### src/rtl/pbit_bias_lut_pipe.sv
// Pipelined p-bit activation: |I| scaled by a beta shift indexes a loadable threshold
// table, and the threshold is compared against an RNG word with sign symmetry.
module pbit_bias_lut_pipe #(
    parameter int I_BIT_WIDTH   = 6,
    parameter int RNG_BIT_WIDTH = 32,
    parameter int LUT_DEPTH     = 2 ** (I_BIT_WIDTH - 1),
    parameter int BETA_W        = 2
) (
    input  logic                     clk,
    input  logic                     rst,
    input  logic                     in_valid,
    input  logic [I_BIT_WIDTH-1:0]   i_in,
    input  logic [RNG_BIT_WIDTH-1:0] rng_in,
    input  logic [BETA_W-1:0]        beta_shift,
    input  logic                     lut_we,
    input  logic [I_BIT_WIDTH-2:0]   lut_addr,
    input  logic [RNG_BIT_WIDTH-1:0] lut_wdata,
    output logic                     out_valid,
    output logic                     spin_out
);

    localparam int IDX_W  = I_BIT_WIDTH - 1;
    localparam int SHMAX  = (2 ** BETA_W) - 1;
    localparam int WIDE_W = IDX_W + SHMAX;
    localparam logic [RNG_BIT_WIDTH-1:0] MID_C  = {1'b1, {(RNG_BIT_WIDTH-1){1'b0}}};
    localparam logic [RNG_BIT_WIDTH-1:0] ONES_C = {RNG_BIT_WIDTH{1'b1}};
    localparam logic [I_BIT_WIDTH-1:0]   ONE_C  = {{(I_BIT_WIDTH-1){1'b0}}, 1'b1};

    logic [RNG_BIT_WIDTH-1:0] lut_r [LUT_DEPTH];

    logic [I_BIT_WIDTH-1:0]   neg_s;
    logic [IDX_W-1:0]         mag_s;
    logic [WIDE_W-1:0]        wide_s;
    logic [IDX_W-1:0]         idx_s;

    logic                     s0_valid_r;
    logic                     s0_sign_r;
    logic [IDX_W-1:0]         s0_idx_r;
    logic [RNG_BIT_WIDTH-1:0] s0_rng_r;

    logic                     s1_valid_r;
    logic                     s1_sign_r;
    logic [RNG_BIT_WIDTH-1:0] s1_rng_r;
    logic [RNG_BIT_WIDTH-1:0] s1_thr_r;

    // Magnitude, beta scaling and clamp to the last table entry
    always_comb begin
        neg_s  = (~i_in) + ONE_C;
        mag_s  = {IDX_W{1'b0}};
        wide_s = {WIDE_W{1'b0}};
        idx_s  = {IDX_W{1'b0}};
        if (i_in[I_BIT_WIDTH-1]) begin
            // Negating the most negative code wraps back to itself, so clamp it
            if (neg_s[I_BIT_WIDTH-1]) begin
                mag_s = {IDX_W{1'b1}};
            end else begin
                mag_s = neg_s[IDX_W-1:0];
            end
        end else begin
            mag_s = i_in[IDX_W-1:0];
        end
        wide_s = {{SHMAX{1'b0}}, mag_s} << beta_shift;
        if (|wide_s[WIDE_W-1:IDX_W]) begin
            idx_s = {IDX_W{1'b1}};
        end else begin
            idx_s = wide_s[IDX_W-1:0];
        end
    end

    // Threshold table: defaults on reset, otherwise single-port write
    always_ff @(posedge clk) begin
        if (rst) begin
            for (int k = 0; k < LUT_DEPTH; k++) begin
                lut_r[k] <= ONES_C;
            end
            lut_r[0] <= MID_C;
        end else if (lut_we) begin
            lut_r[lut_addr] <= lut_wdata;
        end
    end

    // Stage 0: capture sign, clamped index and RNG word
    always_ff @(posedge clk) begin
        if (rst) begin
            s0_valid_r <= 1'b0;
            s0_sign_r  <= 1'b0;
            s0_idx_r   <= {IDX_W{1'b0}};
            s0_rng_r   <= {RNG_BIT_WIDTH{1'b0}};
        end else begin
            s0_valid_r <= in_valid;
            if (in_valid) begin
                s0_sign_r <= i_in[I_BIT_WIDTH-1];
                s0_idx_r  <= idx_s;
                s0_rng_r  <= rng_in;
            end
        end
    end

    // Stage 1: table read sees the pre-write value on a same-cycle collision
    always_ff @(posedge clk) begin
        if (rst) begin
            s1_valid_r <= 1'b0;
            s1_sign_r  <= 1'b0;
            s1_rng_r   <= {RNG_BIT_WIDTH{1'b0}};
            s1_thr_r   <= {RNG_BIT_WIDTH{1'b0}};
        end else begin
            s1_valid_r <= s0_valid_r;
            s1_sign_r  <= s0_sign_r;
            s1_rng_r   <= s0_rng_r;
            s1_thr_r   <= lut_r[s0_idx_r];
        end
    end

    // Stage 2: sign-symmetric compare; spin holds while no result is valid
    always_ff @(posedge clk) begin
        if (rst) begin
            out_valid <= 1'b0;
            spin_out  <= 1'b0;
        end else begin
            out_valid <= s1_valid_r;
            if (s1_valid_r) begin
                if (s1_sign_r) begin
                    spin_out <= (s1_rng_r >= s1_thr_r);
                end else begin
                    spin_out <= (s1_rng_r < s1_thr_r);
                end
            end
        end
    end

endmodule

### config.mk
export PLATFORM = sky130hd
export DESIGN_NAME = pbit_bias_lut_pipe
export DESIGN_NICKNAME = d
export VERILOG_FILES = /design/src/rtl/pbit_bias_lut_pipe.sv
export SDC_FILE = /design/constraint.sdc
export NUM_CORES = 2
export LEC_CHECK = 0
export ABC_AREA = 1
export ABC_CLOCK_PERIOD_IN_PS = 5640
export CAP_MARGIN = 5
export CELL_PAD_IN_SITES_DETAIL_PLACEMENT = 1
export CELL_PAD_IN_SITES_GLOBAL_PLACEMENT = 1
export CORE_MARGIN = 8
export CORE_UTILIZATION = 50
export DETAILED_ROUTE_END_ITERATION = 10
export PLACE_DENSITY = 0.88
export SLEW_MARGIN = 20
export SYNTH_ARGS = -nofsm -noshare
export SYNTH_HDL_FRONTEND = slang
export SYNTH_SLANG_ARGS = --single-unit
### constraint.sdc
create_clock -name clk -period 5.64 [get_ports clk]
set_input_delay 1.128 -clock clk [delete_from_list [all_inputs] [get_ports clk]]
set_output_delay 1.128 -clock clk [all_outputs]
set_load 0.02 [all_outputs]
# After elaboration in Yosys (flattened, before gate mapping)
# Memories as Yosys holds them, arrays and structs flattened. A register that Yosys moved wholly into a read port is not among the register bits.
# Index checks and enable logic that the tools add are counted.
dict set report totals {
  output_inout_bits 2
  ff_bits 75
  memories 1
  in_bits 81
  elab_cells 31
  mem_bits_rw 1024
}
# name depth word_bits read_ports rd_ports_with_merged_regs write_ports line
set memory_table {}
lappend memory_table {lut_r 32 32 1 1 32 29} ;# logic [RNG_BIT_WIDTH-1:0] lut_r [LUT_DEPTH];
dict set report classes {
  n_bitwise 2
  n_mux 13
  n_reduce_logical 2
  addsub 1
  shift 1
  order_cmp 2
}
# operator count
set ops {}
lappend ops {{$mux W32} 2}
lappend ops {{$ge A32 B32 Y1} 1}
lappend ops {{$lt A32 B32 Y1} 1}
lappend ops {{$reduce_or A32 Y1} 1}
lappend ops {{$mux W5} 4}
lappend ops {{$shl A5 B2 Y8} 1}
lappend ops {{$mux W1} 7}
lappend ops {{$add A6 B1 Y6 const B} 1}
lappend ops {{$not A6 Y6} 1}
lappend ops {{$reduce_or A3 Y1} 1}
lappend ops {{$or A1 B1 Y1} 1}

# Longest topological paths before layout
dict set report depth {
  word_depth 7
  mapped_depth 16
  ltp_nobuf 16
}

# Worst setup path after synthesis
# OpenSTA, ideal clock, no wires.
dict set report synth_path {
  path_kind {input-to-reg}
  start {input port rst}
  end {memory lut_r[13][0], enable pin}
  t_arrival_ns 4.130
  stages 7
  slack_ns 1.044
  setup_ns 0.466
  path_cell_list {clkbuf_1 inv_2 nand2_1 nor3_1 inv_2 buf_2 o21ai_0}
}
# element line
set synth_rtl {}
lappend synth_rtl {{start, declared} 10} ;# input logic rst,
lappend synth_rtl {{end, declared} 29}

==> run summary <==
The simple-gate share of the synthesized area works out to 0.152. Clock-pin slew was measured on the worst setup and hold paths at 0.06 ns. Setup repair after global routing left no endpoint under its margin. The residual DRC count was 0.

By startpoint and endpoint, the worst setup path is classified as input port to flop. After the last flow step, the layout net total stands at 4602. The tools report the number of setup violations in the final report as 0.

For this run the aggregate overflow at the end of global routing stands at 0. Across the run, the number of max-cap violations was 0. The floorplan has 115 rows. For the worst setup path, the data arrival time is 4.33 ns. The pre-antenna-repair detailed-routing pass consisted of 6 iterations. After the flow finishes, the layout carries non-filler instances totaling 5878.

The maximum number of pins on one net before global-route repair came out at 171. For the standard cell core area, the log shows 97800 sq um. On the final layout, the worst clock skew is 0.0455 ns.

The endpoint of the worst hold path is s1_rng_r[10]. The violation count after the first detailed-routing iteration came out at 6863. For the maximum clock frequency, the log shows 0.250 GHz.

The H-tree was split into 3 levels. STA classifies the critical path startpoint as an input port. Yosys attributes the largest share of cell area to edfxtp_1 63%, nand2_1 8.4%, o21ai_0 5.1%, nor2_1 5.0%, dfxtp_1 4.4%. The top cell type's share of synthesized area was 0.626. The first global-routing pass estimated 266 mm of wire. The synthesized-area fraction occupied by adder cells is 0.00841, and the placed wire-length estimate after detailed placement is 104 mm.

Measured along the x axis, the die boundary spans 329 um. During I/O placement, the number of pins put on the boundary was 83. The met1 global-route usage was 0.415; the setup total negative slack was 0 ns.

The worst setup path is captured at a flop. The worst min-delay path class was flop to flop. The busiest layer in global routing is met2. The number of nets in the synthesized netlist is 4745. Averaged over all synthesized cells, the footprint is 10.6 sq um. The tools report the max-slew violation total from the final report as 0. The capture instance of the worst register-to-register path is s1_thr_r[0].

For this block, the routed nets add up to 188 mm of wire. Starting density of the core: 0.502. The flop and latch count out of synthesis works out to 1131.

The run finished with clean final reports. The library cell with the largest summed area after synthesis is edfxtp_1. The multi-input combinational cell area was 14100 sq um.

The met3 usage in global routing is 0.0812, and the top fanout value on the critical path is 32. For the worst setup path, the data required time is 5.96 ns. The all-layer global routing usage was 0.327. The insertion delay of the later-clocked pin in the worst-skew pair came out at 0.73 ns.

Origin of the worst min-delay path: s0_rng_r[10]. The final clock period utilization by the worst path was 0.710. The number of nets with antenna violations after routing was 0. Routability-driven placement finished with a final weighted congestion of 0.874. The tools report the via total after detailed routing as 39800.

Leaving out fill and tap cells, the most frequent cell in the layout is nand2_1. The overall power is 20.1 mW, and the average routed wire per standard cell is 32.0 um. In this run, post-CTS hold repair placed 0 buffers.

For the proportion of synthesized chip area in sequential cells, the log shows 0.670. TritonCTS built the clock tree. Setup slack on the worst reg-to-reg path comes out at 1.91 ns. The sink count of the clock tree is 1131, and the count of different cell masters after synthesis is 29.

The worst path in the final design needs a cycle of 4.01 ns, including I/O delays and setup. Cell depth of the worst flop-to-flop path: 8. The largest voltage drop on the vdd net is 0.000235 V. The total of warnings raised by yosys is 0, and the area share of xor/xnor cells in the synthesized design is 0.000178. Dividing the detail-routed via count by the number of cells gives 6.76.

The clock passes through at most 3 buffers. The number of placed instances, taps included, is 5646. Synthesis produced 4631 cells. The initial antenna violation count came out at 8.

The largest family of logic cells by synthesized area is simple AND/OR/NAND/NOR gates. The layout overhead on the synthesized area came out at 12.3%. The count of buffers from port buffering was 82; the power density over cell area was 364 nW/um^2. The logs give 10000 for the number of filler cells placed in the layout and 0 for the post-cts resize count. The number of hold violations in the final report is 0.

The max-slew headroom at the worst pin is 0.179, and the static leakage is 18.3 nW. The tools report the total setup buffers inserted after CTS as 0. The number of buffers inserted during clock tree synthesis is 118. The mux share of post-synthesis cell area was 0.

For the via count of the first global-routing pass, the log shows 40400. The most critical setup path has its startpoint at rst. In the layout the commonest cells are 1094 x nand2_1, 1024 x edfxtp_1, 633 x nor2_1. The worst hold path was traced through 2 stages. In the final layout, flip-flops and latches occupy 32900 sq um.

The floorplan step defined a die boundary enclosing 109000 sq um. The met2 track demand over resource came out at 0.514. Core occupancy in the finished layout: 0.564.

The transition time of the tightest slew-check pin was 1.23 ns; the height of the chip was 329 um. The tree is rooted in a clkbuf_16. The cell area after synthesis was 49100 sq um. The tools report the launch point of the worst reg-to-reg path as s0_idx_r[0]. Ratio of cells with drive above 1 in the final layout: 0.0800. The complex-gate fraction of the synthesized area was 0.116.
[critical path, cell delays in order]
cell and delay [ns]:
clkdlybuf4s50_1 0.47, inv_4 0.08, nand2_1 0.10, nor3_1 0.60
inv_2 0.52, nor2_1 0.34, inv_1 0.11, buf_4 0.27
nand2_2 0.67
[how the worst max path moves through the flow]
| stage | end | cells after the start | slack, ns |
|---|---|---|---|
| global placement | lut_r[20][0] | 5 | 1.26 |
| finish | lut_r[0][23] | 9 | 1.63 |
| global route | lut_r[0][13] | 9 | 1.68 |
| floorplan | lut_r[13][0] | 7 | 1.04 |
| CTS | lut_r[0][23] | 9 | 1.87 |
| detailed placement | lut_r[20][13] | 5 | 1.21 |
[per-stage QoR]
| stage | hold WS, ns | area [sq um] | setup slack [ns] |
|---|---|---|---|
| 4_1_cts | 0.424 | 54900 | 1.87 |
| 2_1_floorplan | 0.388 | 49100 | 1.04 |
| 3_3_place_gp | 0.390 | 50500 | 1.26 |
| 5_1_grt | 0.435 | 55200 | 1.68 |
| 3_5_place_dp | 0.408 | 51100 | 1.21 |
| 6_report | 0.425 | 55200 | 1.63 |
[kinds of logic (layout without fill, tap and decap cells)]
logic type      after synthesis  in the layout
simple gates               1922           1922
buf+inv                     594            551
other cells                   0              3
xor+xnor                      1              1
flops                      1131           1131
fa+ha+maj                    33             33
compound gates              950            950
[sequential cells by signal (all words and copies together) (netlist names), 5 cells and up]
register,count
lut_r,1024
s0_rng_r,32
s1_rng_r,32
s1_thr_r,32
s0_idx_r,5
[metal layers]
| layer | vias to the layer above | part of all wire |
|---|---|---|
| met2 | 3540 | 0.45 |
| met5 | - | 0.00022 |
| met1 | 19500 | 0.33 |
| met3 | 810 | 0.14 |
| met4 | 6 | 0.070 |
| li1 | 15900 | - |
[cell type report]
class	instances	share of cell area
Antenna cell	3	0.000136
Clock buffer	167	0.0604
Clock inverter	53	0.00787
Inverter	160	0.0113
Multi-Input combinational cell	2906	0.255
Sequential cell	1131	0.597
Tap cell	1287	0.0292
Timing Repair Buffer	171	0.0396
[power breakdown]
part / leakage (nW) / internal [mW] / switching (mW) / total, mW
Combinational: 5.28 / 0.551 / 1.72 / 2.27
Sequential: 11.2 / 9.60 / 0.232 / 9.83
Clock: 1.86 / 4.38 / 3.57 / 7.95
[cells in the mapped netlist]
| master | instances |
|---|---|
| nand2_1 | 1095 |
| edfxtp_1 | 1024 |
| nor2_1 | 656 |
| o21ai_0 | 499 |
| clkbuf_1 | 223 |
| o221ai_1 | 198 |
| buf_2 | 160 |
| inv_1 | 152 |
| nand3_1 | 140 |
| dfxtp_1 | 107 |
| o21ai_1 | 85 |
| a21oi_1 | 65 |
| o22ai_1 | 45 |
| ha_1 | 33 |
| o22a_1 | 32 |
| buf_4 | 23 |
| a31oi_1 | 18 |
| buf_6 | 15 |
| nor3_1 | 13 |
| nor2_2 | 9 |
| inv_2 | 8 |
| clkbuf_2 | 7 |
| and3_1 | 6 |
| buf_1 | 6 |
| o211ai_1 | 5 |
| nand3b_1 | 3 |
| o21a_1 | 2 |
| a21o_1 | 1 |
| xor2_1 | 1 |
Power figures use the tool's default switching activity.
